**config.mk**
```make
export PLATFORM = sky130hd
export DESIGN_NAME = mem_arbiter
export DESIGN_NICKNAME = d
export VERILOG_FILES = /design/src/rtl/mem_arbiter.sv
export SDC_FILE = /design/constraint.sdc
export NUM_CORES = 1
export LEC_CHECK = 0
export CAP_MARGIN = 20
export CORE_ASPECT_RATIO = 1.1
export CORE_MARGIN = 2
export CORE_UTILIZATION = 25
export CTS_BUF_LIST = sky130_fd_sc_hd__clkbuf_2
export CTS_CLUSTER_SIZE = 10
export DETAILED_ROUTE_END_ITERATION = 16
export GPL_ROUTABILITY_DRIVEN = 0
export PLACE_DENSITY = 0.62
export SLEW_MARGIN = 25
export SYNTH_ARGS = -nofsm -noshare
export SYNTH_HDL_FRONTEND = slang
export SYNTH_SLANG_ARGS = --single-unit
```
**constraint.sdc**
```tcl
create_clock -name clk -period 4.95 [get_ports clk]
set_input_delay 0.99 -clock clk [delete_from_list [all_inputs] [get_ports clk]]
set_output_delay 0.99 -clock clk [all_outputs]
set_load 0.02 [all_outputs]
```
**src/rtl/mem_arbiter.sv**
```systemverilog
// Arbitrates one single-port RAM between instruction fetch and load/store ports.
// A request is accepted in IDLE, then the address is held for MEM_LATENCY cycles (a single cycle for stores), then a one-cycle response follows.
module mem_arbiter #(
  parameter int unsigned ADDR_WIDTH    = 32,
  parameter int unsigned DATA_WIDTH    = 32,
  parameter int unsigned MEM_LATENCY   = 1,
  parameter int unsigned DATA_PRIORITY = 1
) (
  input  logic                  clk,
  input  logic                  rst,
  input  logic                  i_req_valid,
  input  logic [ADDR_WIDTH-1:0] i_req_addr,
  output logic                  i_req_ready,
  output logic                  i_rsp_valid,
  output logic [DATA_WIDTH-1:0] i_rsp_data,
  input  logic                  d_req_valid,
  input  logic [ADDR_WIDTH-1:0] d_req_addr,
  input  logic [DATA_WIDTH-1:0] d_req_wdata,
  input  logic                  d_req_we,
  output logic                  d_req_ready,
  output logic                  d_rsp_valid,
  output logic [DATA_WIDTH-1:0] d_rsp_data,
  output logic [ADDR_WIDTH-1:0] mem_address,
  output logic [DATA_WIDTH-1:0] mem_write_data,
  output logic                  mem_write_enable,
  input  logic [DATA_WIDTH-1:0] mem_read_data,
  output logic                  busy
);

  localparam int unsigned CNT_WIDTH = 3;

  if (MEM_LATENCY < 1 || MEM_LATENCY > 4) begin : g_bad_latency
    $error("mem_arbiter: MEM_LATENCY must be in 1..4");
  end

  typedef enum logic [1:0] {IDLE, ACCESS, RESP} state_t;
  typedef enum logic {OWN_I, OWN_D} owner_t;

  state_t                state_q, state_d;
  owner_t                owner_q, last_grant_q;
  logic [ADDR_WIDTH-1:0] addr_q;
  logic [DATA_WIDTH-1:0] wdata_q;
  logic [DATA_WIDTH-1:0] i_rsp_data_q, d_rsp_data_q;
  logic                  we_q;
  logic [CNT_WIDTH-1:0]  cnt_q;
  logic                  grant_i, grant_d, accept, capture, tie_to_d;

  always_ff @(posedge clk or posedge rst) begin
    if (rst) state_q <= IDLE;
    else     state_q <= state_d;
  end

  // Arbitration and sequencing; a tie goes to data unless round-robin says otherwise
  always_comb begin
    state_d  = state_q;
    grant_i  = 1'b0;
    grant_d  = 1'b0;
    capture  = 1'b0;
    tie_to_d = (DATA_PRIORITY != 0) || (last_grant_q == OWN_I);
    unique case (state_q)
      IDLE: begin
        grant_d = d_req_valid && (!i_req_valid || tie_to_d);
        grant_i = i_req_valid && !grant_d;
        if (grant_i || grant_d) state_d = ACCESS;
      end
      ACCESS: begin
        if (we_q) begin
          state_d = RESP;
        end else if (cnt_q == CNT_WIDTH'(1)) begin
          capture = 1'b1;
          state_d = RESP;
        end
      end
      RESP:    state_d = IDLE;
      default: state_d = IDLE;
    endcase
  end

  assign accept = (grant_i || grant_d) && !rst;

  always_ff @(posedge clk or posedge rst) begin
    if (rst) begin
      owner_q      <= OWN_I;
      last_grant_q <= OWN_I;
      addr_q       <= '0;
      wdata_q      <= '0;
      we_q         <= 1'b0;
      cnt_q        <= '0;
      i_rsp_data_q <= '0;
      d_rsp_data_q <= '0;
    end else begin
      if (accept) begin
        owner_q      <= grant_d ? OWN_D : OWN_I;
        last_grant_q <= grant_d ? OWN_D : OWN_I;
        addr_q       <= grant_d ? d_req_addr : i_req_addr;
        wdata_q      <= grant_d ? d_req_wdata : '0;
        we_q         <= grant_d && d_req_we;
        cnt_q        <= CNT_WIDTH'(MEM_LATENCY);
      end else if (state_q == ACCESS && !we_q) begin
        cnt_q <= cnt_q - CNT_WIDTH'(1);
      end
      // Stores report zero as their response data
      if (state_q == ACCESS && we_q) d_rsp_data_q <= '0;
      if (capture) begin
        if (owner_q == OWN_D) d_rsp_data_q <= mem_read_data;
        else                  i_rsp_data_q <= mem_read_data;
      end
    end
  end

  assign i_req_ready      = grant_i && !rst;
  assign d_req_ready      = grant_d && !rst;
  assign i_rsp_valid      = (state_q == RESP) && (owner_q == OWN_I);
  assign d_rsp_valid      = (state_q == RESP) && (owner_q == OWN_D);
  assign i_rsp_data       = i_rsp_data_q;
  assign d_rsp_data       = d_rsp_data_q;
  assign mem_address      = (state_q == IDLE) ? '0 : addr_q;
  assign mem_write_data   = wdata_q;
  assign mem_write_enable = (state_q == ACCESS) && we_q;
  assign busy             = (state_q != IDLE);

endmodule

```
# == Word-level counts from Yosys, hierarchy flattened ==
# Cells that the tools add are included.
# word_totals
out_inout_bits,134
register_bits,135
elab_cells,52
# classes
n_eq_ne,5
bitwise,1
addsub,1
reduce_logical,19
n_mux,18
# ops
cell,n
two-way mux 32 bit,6
logical AND 1 bit,9
two-way mux 1 bit,6
two-way mux 2 bit,3
two-way mux 3 bit,2
case mux 2 bit (2 select lines),1
AND reduction 2 bit,2
nonzero test 2 bit,2
"equality test 3 x 1 -> 1 bit, second input constant",1
zero test 1 bit,3
"!= test 3 bit, second input constant",1
"subtractor 3 x 1 -> 3 bit, second input constant",1
"equality test 2 x 1 -> 1 bit, second input constant",1
"equality test 2 bit, second input constant",1
zero test 2 bit,1
logical OR 1 bit,2
"!= test 2 bit, second input constant",1
NOT 1 bit,1

# == Longest topological paths before layout ==
# Gate-level depths: netlist of the first run.
# depth
word_depth,6
mapped_depth,7
depth_no_buf,5

# == Worst setup path before layout of the first run ==
# No wires, ideal clock.
# synth_timing
path_type,input -> output
from,input rst
to,output d_req_ready
t_required_ns,3.960
cell_stages,4
setup_slack_ns,2.204
arrival_ns,1.756
path_cell_list,nor3_1 and2_1 buf_2 buf_4
# synth_via
elab_chain_len,2
# synth_lines
element,line,source
"start, declared",10,"input logic rst,"
zero test 1 bit,112,assign d_req_ready = grant_d && !rst;
logical AND 1 bit,112,
"end, declared",20,"output logic d_req_ready,"
# No other way between the ends.

# == Worst setup path in the final report of the first run ==
# layout_timing
from,input rst
to,output i_req_ready
# layout_via
elab_chain_len,2
# layout_lines
element,line,source
zero test 1 bit,111,assign i_req_ready = grant_i && !rst;
logical AND 1 bit,111,
"end, declared",13,"output logic i_req_ready,"
# No other way between the ends.

==> flow_summary_export.csv, run 1 <==
group,metric,value,unit
timing,drv_slew,0,
floorplan,fp.dieW,151,um
worst_hold_path,hold_path.class,"reg2reg",
placed_design,place_inst,1039,
floorplan,initial_utilization,25.3,%
global_route,antenna_found_initial,0,
timing,tightest_slew,942,ps
logic_synthesis,synthDominantCellAreaShare,56.7,%
worst_setup_path,cpMaxStageDelayCell,"clkdlybuf4s50_1",
logic_synthesis,synth_top_cell_by_area,"dfrtp_1",
logic_synthesis,ys_types,34,
timing,fin_ws,1210,ps
worst_setup_path,required,3960,ps
power_and_ir_drop,cellLeakagePower,4.00,nW
worst_setup_path,worstReg2RegStart,"cnt_q[1]",
logic_synthesis,synthTopCellsByArea,"dfrtp_1 57%, mux2_2 5.7%, mux2i_1 5.5%",
drt,drt_iter0_drc,138,
worst_setup_path,crit_fanout,4,
worst_setup_path,reg2reg_to,"d_rsp_data[7]",
worst_setup_path,critical_path.cell_chain,"clkdlybuf4s50_1 > nor3_1 > buf_4 > and2_1 > clkdlybuf4s50_1",
timing,max_slew_margin,37.2,%
worst_hold_path,hold_end,"addr_q[6]",
timing,setup_viol,0,
layout,final_common_cell,"clkdlybuf4s50_1",
clock_network,cts.clk_slew.worst_paths,170,ps
floorplan,coreArea,23500,um2
global_route,grt_use_total,14.0,%
clock_network,cts_tree,"yes",
logic_synthesis,yosysSeqAreaShare,56.7,%
floorplan,io_pins,267,
run_status,status,"finished, final reports clean",
drt,vias_per_cell,4.41,
timing,min_period,3740,ps
worst_setup_path,critPathTopFamily,"buffers and inverters",
drt,via_count,4721,
logic_synthesis,synth_edf_count,0,
clock_network,postCtsSetupBuffers,0,
flow_run,cap_violations,0,
layout,final_cells,1070,
clock_network,clock_latency,660,ps
logic_synthesis,async_reset_ff_share,100,%
timing,fmax,268,MHz
clock_network,cts_made_buffers,17,
floorplan,die_area,25100,um2
floorplan,fp-row-count,59,
layout,syn_to_final_growth,52.6,%
clock_network,cts_max_level,4,
layout,diodes,0,
timing,hold_violations,0,
placed_design,placed_area,8890,um2
worst_setup_path,crit_arrival,2750,ps
global_route,gr-total-overflow,0,
drt,dr.pass1.iters,4,
drt,postRouteAntennaNets,0,
logic_synthesis,avgSynthCellArea,12.0,um2
clock_network,cts.sinks,135,
drt,drcViolationCount,0,
worst_setup_path,cp.buffers_inverters,3,
worst_setup_path,rr_worst_depth,6,
global_route,grt_pass1_wl,27500,um
drt,wl_per_cell,16.3,um
timing,fin_crit_sh,75.5,%
logic_synthesis,synth_area,5960,um2
layout,fill_cells,2285,
logic_synthesis,synth_fp_nets,632,
placed_design,io_buffer_count,266,
clock_network,postCtsResizedCells,0,
worst_hold_path,hp-start,"addr_q[6]",
power_and_ir_drop,cellPowerDensity,593,nW/um2
global_route,grt_max_degree,100,
worst_setup_path,critPathLaunchType,"input pin",
timing,rsz0062_at_grt,"false",
clock_network,ctsRootBufferMaster,"clkbuf_2",
placed_design,dp_slack,1250,ps
layout,drive_gt1_share,9.67,%
global_route,first_global_vias,4967,
layout,final_cell_mix,"265 x clkdlybuf4s50_1, 135 x dfrtp_1, 36 x inv_1, 35 x and2_1, 34 x nand2_1",
drt,wirelength,17400,um
worst_setup_path,critPathKind,"in2out",
layout,finalNetCount,888,
logic_synthesis,synthCells,497,
worst_setup_path,path_common_cell,"clkdlybuf4s50_1",
power_and_ir_drop,ir_drop,0.199,mV
worst_setup_path,reg2reg_slack,2860,ps
worst_hold_path,holdPathStages,1,
timing,setup_tns,0,ps
layout,finish.instance_area,9090,um2
logic_synthesis,ys_ff_latch,135,
placed_design,dp_hpwl,11900,um
logic_synthesis,synth_ff_type,"dfrtp_1",
worst_setup_path,cp_num_cells,5,
timing,fin_skew,43.8,ps
worst_setup_path,slowest_delay,610,ps
logic_synthesis,yosysWarnings,0,
worst_setup_path,endpoint_kind,"output pin",
clock_network,clockBufferDepth,2,
floorplan,die_h,166,um
clock_network,holdBufCountCts,0,
-- metal layers --
metal  up-vias  global-route usage [%]  wire length (um)
li1       2247                       -                 -
met1      2276                    18.3              7750
met2       181                    22.1              8050
met3        17                    4.51              1290
met4         0                    4.39               317
met5         -                       0                 0
-- synthesized netlist by cell type (all sizes together) (2+ instances only) --
library cell	instances
a21oi	31
and2	35
a22o	33
and3b	33
dfrtp	135
nor3b	3
buf	15
inv	37
nand3b	2
nor2	2
mux2	32
mux2i	33
o2bb2ai	31
nand2	34
clkbuf	24
ha	2
nor2b	2
nand3	2
-- metrics by stage --
step / utilization (%) / power (mW) / hold WS (ps)
after floorplan: - / 3.45 / 448
after global placement: 37.7 / 4.82 / 462
after detailed placement: 37.8 / 4.86 / 466
after CTS: 38.6 / 5.49 / 508
after global routing: 38.6 / 5.78 / 528
final: 38.6 / 5.39 / 502
-- layout make-up --
type / instances / area [um2] / share of cell area (%)
clock buffers: 17 / 85.1 / 0.936
clock inverters: 14 / 109 / 1.20
inverters: 37 / 146 / 1.61
multi-input cells: 286 / 2250 / 24.7
flip-flops and latches: 135 / 3380 / 37.2
well taps: 305 / 382 / 4.20
repair buffers: 276 / 2750 / 30.2
-- registers in the layout, indices dropped and copies added (netlist names) --
register,flops
owner_q,1
i_rsp_data,32
mem_write_data,32
cnt_q,3
we_q,1
state_q,2
addr_q,32
d_rsp_data,32
-- worst max-delay path by stage --
| stage | startpoint | endpoint | slack, ps |
|---|---|---|---|
| after floorplan | rst | addr_q[0] | 350 |
| after global placement | rst | i_req_ready | 1230 |
| after detailed placement | rst | d_req_ready | 1250 |
| after CTS | state_q[1] | mem_address[9] | 1160 |
| after global routing | state_q[1] | mem_address[9] | 1070 |
| final | rst | i_req_ready | 1210 |
-- power by group --
part	total, mW	leakage (nW)	internal [mW]	switching [mW]
combinational	2.89	2.19	1.47	1.42
clock	0.599	0.116	0.172	0.427
sequential	1.91	1.70	1.62	0.291
-- cells by family (layout without fill, tap and decap cells) --
group           after synthesis  in the layout  synth area share, %
flops                       135            135                 56.7
simple gates                117            117                 12.6
compound gates              101            101                 12.7
buf+inv                      76            344                 5.82
mux                          65             65                 11.6
fa+ha+maj                     2              2                0.420
xor+xnor                      1              1                0.147
Note: power is estimated with default switching activity, not from simulation.
==> run 2, diff against run 1 <==
--- a/config.mk
+++ b/config.mk
@@ -13,7 +13,7 @@
 export CTS_CLUSTER_SIZE = 10
 export DETAILED_ROUTE_END_ITERATION = 16
 export GPL_ROUTABILITY_DRIVEN = 0
-export PLACE_DENSITY = 0.62
+export PLACE_DENSITY = 0.64
 export SLEW_MARGIN = 25
 export SYNTH_ARGS = -nofsm -noshare
 export SYNTH_HDL_FRONTEND = slang
==> constraint.sdc (replaced) <==
create_clock -name clk -period 3.15 [get_ports clk]
set_input_delay 0.63 -clock clk [delete_from_list [all_inputs] [get_ports clk]]
set_output_delay 0.63 -clock clk [all_outputs]
set_load 0.02 [all_outputs]
==> flow_summary_export.csv, run 2 (synthesis results as in run 1) <==
group,metric,value,unit
drt,drt-met1-wl,7640,um
floorplan,coreArea,23500,um2
drt,via_count,4795,
timing,setup_tns,0,ps
clock_network,cts.sinks,135,
placed_design,place_inst,1042,
clock_network,postCtsSetupBuffers,0,
layout,diodes,0,
power_and_ir_drop,ir_drop,0.394,mV
power_and_ir_drop,switching_share,38.3,%
worst_setup_path,endpoint_kind,"output pin",
global_route,first_global_vias,5024,
drt,wirelength,17600,um
power_and_ir_drop,internal_power,5.50,mW
global_route,gr-total-overflow,0,
floorplan,fp.dieW,151,um
drt,vias_per_cell,4.46,
placed_design,io_buffer_count,266,
floorplan,fp-row-count,59,
drt,drt_iter0_drc,148,
timing,setup_viol,0,
power_and_ir_drop,combPwrFrac,51.3,%
global_route,grt_pass1_wl,27700,um
layout,finalNetCount,892,
timing,rsz0062_at_grt,"false",
layout,drive_gt1_share,11.0,%
global_route,grt_max_degree,55,
floorplan,initial_utilization,25.3,%
timing,fin_crit_sh,92.8,%
layout,final_common_cell,"clkdlybuf4s50_1",
layout,syn_to_final_growth,55.2,%
clock_network,cts.clk_slew.worst_paths,220,ps
drt,drcViolationCount,0,
timing,fin_skew,25.5,ps
run_status,status,"finished, final reports clean",
worst_hold_path,hold_path.class,"in2async",
power_and_ir_drop,cellPowerDensity,964,nW/um2
floorplan,die_area,25100,um2
timing,fmax,342,MHz
layout,fill_cells,2296,
global_route,grt_use_total,14.2,%
worst_setup_path,critPathLaunchType,"flop",
clock_network,clockBufferDepth,2,
power_and_ir_drop,p_sw,3.41,mW
timing,drv_slew,0,
floorplan,io_pins,267,
worst_setup_path,required,2520,ps
timing,max_slew_margin,36.5,%
worst_setup_path,critPathKind,"reg2out",
layout,finish.instance_area,9250,um2
global_route,antenna_found_initial,0,
placed_design,dp_hpwl,12100,um
drt,wl_met3,1390,um
timing,hold_violations,0,
clock_network,cts_tree,"yes",
clock_network,ctsRootBufferMaster,"clkbuf_2",
placed_design,placed_area,8920,um2
drt,highest_layer,"met4",
clock_network,cts_max_level,4,
power_and_ir_drop,clkPwrFrac,15.0,%
layout,final_cell_mix,"263 x clkdlybuf4s50_1, 133 x dfrtp_1, 36 x inv_1, 35 x and2_1, 34 x nand2_1",
drt,wl_per_cell,16.4,um
drt,dr.pass1.iters,4,
power_and_ir_drop,seq_power_share,33.7,%
drt,postRouteAntennaNets,0,
power_and_ir_drop,cellLeakagePower,4.10,nW
worst_setup_path,crit_fanout,17,
drt,wl_met2,8290,um
timing,tightest_slew,952,ps
floorplan,die_h,166,um
layout,final_cells,1075,
timing,min_period,2920,ps
clock_network,cts_made_buffers,17,
flow_run,cap_violations,0,
clock_network,clock_latency,680,ps
worst_setup_path,crit_arrival,2290,ps
[run 2: cell count changes in the layout (fill, tap and decap cells not counted), moves of 3 or more]
cell,change
bufinv_16,+4
buf_4,+3
clkinv_2,-3
clkinv_1,-4
[run 2: path summary, 6_finish.rpt]
| check | from | to | slack [ps] | depth (start not counted) |
|---|---|---|---|---|
| setup reg to reg | cnt_q[1] | d_rsp_data[8] | 1020 | 6 |
| hold / removal | rst | cnt_q[2] | 200 | 2 |
| hold reg to reg | addr_q[13] | addr_q[13] | 510 | 1 |
| max in group asynchronous | rst | i_rsp_data[19] | 2080 | 3 |
| min in group clk | d_req_valid | addr_q[26] | 420 | 3 |
| setup / recovery | state_q[0] | mem_address[6] | 230 | 3 |
[run 2: per-layer routing]
| layer | GRT usage (%) | vias up |
|---|---|---|
| li1 | - | 2263 |
| met1 | 17.5 | 2319 |
| met2 | 23.0 | 193 |
| met3 | 5.14 | 20 |
| met4 | 4.39 | 0 |
| met5 | 0 | - |
[run 2: power groups by stage]
stage	clock network, mW	logic (mW)	registers [mW]
3_3_place_gp	0	4.56	3.01
6_report	1.33	4.57	3.01
5_1_grt	1.48	4.89	3.12
3_5_place_dp	0	4.59	3.03
4_1_cts	1.40	4.64	3.02
2_1_floorplan	0	1.73	3.70
[run 2: area by class of cell]
cell class	count	area [um2]	share of cell area, %
Timing Repair Buffer	279	2770	30.0
Clock buffer	19	95.1	1.03
Multi-Input combinational cell	287	2260	24.4
Tap cell	305	382	4.13
Clock inverter	13	218	2.35
Sequential cell	135	3380	36.6
Inverter	37	143	1.54
[run 2: timing repair]
item	4_1_cts	5_1_grt
cloned	1	0
pin swaps	1	0
endpoints found under the setup margin	33	2
resized for setup	4	2
hold buffers	0	0
endpoints found under the hold margin	0	0
[run 2: critical path: stages, from the launching register on]
cell,delay (ps)
dfrtp_2,520
or2_4,360
and2_1,210
clkdlybuf4s50_1,540
[run 2: per-stage QoR]
stage | power, mW | hold slack (ps) | utilization, % | worst slack (ps)
after floorplan | 5.43 | 448 | - | 841
after CTS | 9.06 | 88.5 | 39.2 | 10.7
after global placement | 7.58 | 464 | 37.9 | 235
after global routing | 9.49 | 66.2 | 39.3 | 22.1
final | 8.91 | 203 | 39.3 | 227
after detailed placement | 7.63 | 466 | 37.9 | 285
==> run 3, diff against run 2 <==
--- a/config.mk
+++ b/config.mk
@@ -14,6 +14,7 @@
 export DETAILED_ROUTE_END_ITERATION = 16
 export GPL_ROUTABILITY_DRIVEN = 0
 export PLACE_DENSITY = 0.64
+export SETUP_SLACK_MARGIN = 0.1
 export SLEW_MARGIN = 25
 export SYNTH_ARGS = -nofsm -noshare
 export SYNTH_HDL_FRONTEND = slang
==> flow_summary_export.csv, run 3 (synthesis results as in run 1) <==
group,metric,value,unit
timing,fin_skew,38.7,ps
power_and_ir_drop,power,8.92,mW
worst_setup_path,crit_fanout,17,
drt,drcViolationCount,0,
power_and_ir_drop,ir_drop,0.394,mV
layout,finish.instance_area,9280,um2
timing,rsz0062_at_grt,"false",
layout,final_cell_mix,"255 x clkdlybuf4s50_1, 133 x dfrtp_1, 36 x inv_1, 35 x and2_1, 34 x nand2_1",
layout,multi_input_area,2260,um2
layout,fill_cells,2294,
floorplan,fp.dieW,151,um
layout,diodes,0,
power_and_ir_drop,cellLeakagePower,4.21,nW
timing,setup_tns,0,ps
timing,tightest_slew,951,ps
worst_setup_path,endpoint_kind,"output pin",
worst_hold_path,hold_path.class,"in2async",
global_route,antenna_found_initial,0,
power_and_ir_drop,switching_share,38.3,%
power_and_ir_drop,combPwrFrac,51.4,%
timing,min_period,2880,ps
drt,vias_per_cell,4.45,
worst_setup_path,required,2520,ps
power_and_ir_drop,clkPwrFrac,15.0,%
drt,wirelength,17600,um
timing,max_slew_margin,36.6,%
clock_network,cts_made_buffers,17,
drt,via_count,4793,
layout,drive_gt1_share,11.3,%
floorplan,fp-row-count,59,
placed_design,dp_hpwl,12100,um
clock_network,ctsRootBufferMaster,"clkbuf_2",
global_route,grt_max_degree,55,
timing,fin_crit_sh,91.4,%
timing,drv_slew,0,
clock_network,holdBufCountCts,0,
floorplan,die_h,166,um
worst_setup_path,crit_arrival,2250,ps
timing,hold_violations,0,
global_route,gr-total-overflow,0,
layout,syn_to_final_growth,55.7,%
drt,drt_iter0_drc,169,
power_and_ir_drop,seq_power_share,33.6,%
power_and_ir_drop,internal_power,5.50,mW
floorplan,initial_utilization,25.3,%
placed_design,io_buffer_count,266,
timing,fmax,347,MHz
layout,final_common_cell,"clkdlybuf4s50_1",
worst_setup_path,critPathKind,"reg2out",
clock_network,clockBufferDepth,2,
clock_network,cts.clk_slew.worst_paths,240,ps
placed_design,place_inst,1042,
clock_network,clock_latency,690,ps
floorplan,coreArea,23500,um2
global_route,grt_pass1_wl,27700,um
clock_network,cts.sinks,135,
worst_setup_path,critPathLaunchType,"flop",
layout,final_cells,1077,
run_status,status,"finished, final reports clean",
clock_network,cts_max_level,4,
layout,finalNetCount,894,
timing,setup_viol,0,
drt,postRouteAntennaNets,0,
flow_run,cap_violations,0,
layout,regArea,3380,um2
layout,postLayoutCoreUtil,39.4,%
clock_network,cts_tree,"yes",
placed_design,placed_area,8920,um2
global_route,grt_use_total,14.2,%
drt,wl_per_cell,16.4,um
floorplan,io_pins,267,
global_route,first_global_vias,5033,
power_and_ir_drop,p_sw,3.42,mW
floorplan,die_area,25100,um2
drt,dr.pass1.iters,4,
power_and_ir_drop,cellPowerDensity,961,nW/um2
[run 3: changes by cell type in the layout (fill, tap and decap cells not counted)]
cell,delta
dlymetal6s2s_1,+6
clkdlybuf4s50_1,-8
dlygate4sd2_1,+2
buf_4,+2
[run 3: metrics by stage]
| step | setup WS [ps] | hold WS, ps |
|---|---|---|
| after global placement | 235 | 464 |
| after detailed placement | 285 | 466 |
| after global routing | 101 | 66.1 |
| final | 271 | 185 |
| after CTS | 101 | 88.5 |
| after floorplan | 841 | 448 |
[run 3: power by group through the flow]
stage	registers, mW	clock network (mW)	logic (mW)
after floorplan	3.70	0	1.73
after global placement	3.01	0	4.56
after detailed placement	3.03	0	4.59
after CTS	3.01	1.40	4.65
after global routing	3.10	1.48	4.91
final	2.99	1.34	4.58
[run 3: routing by layer]
| layer | up-vias | track usage, % | wire (um) |
|---|---|---|---|
| met2 | 190 | 23.1 | 8260 |
| met3 | 21 | 5.11 | 1370 |
| met5 | - | 0 | 0 |
| met1 | 2319 | 17.5 | 7690 |
| met4 | 0 | 4.31 | 329 |
| li1 | 2263 | - | - |
[run 3: final timing paths]
path                       cells after the start  slack [ps]         endpoint         from
setup reg to reg                               5         950    d_rsp_data[8]   state_q[1]
hold / removal                                 2         190         cnt_q[2]          rst
hold reg to reg                                1         510       addr_q[13]   addr_q[13]
setup / recovery                               3         270  mem_address[14]   state_q[0]
min in group clk                               3         410       addr_q[26]  d_req_valid
max in group asynchronous                      3        2070   i_rsp_data[19]          rst
[run 3: area by class of cell]
type                       count  area share, %
sequential                   135           36.4
timing repair buffer         281           30.2
multi-input combinational    287           24.3
tap                          305           4.11
clock inverter                13           2.35
inverter                      37           1.54
clock buffer                  19           1.03
[run 3: repair_timing]
item / 4_1_cts / 5_1_grt
setup endpoints to repair: 35 / 33
cloned: 1 / 0
setup buffers: 1 / 1
resized for setup: 6 / 8
hold endpoints to repair: 0 / 0
pin swaps: 1 / 0
[run 3: worst max-delay path, stage by stage (launching register included)]
cell and delay, ps:
dfrtp_2 490, or2_4 360, and2_1 190, clkdlybuf4s50_1 540
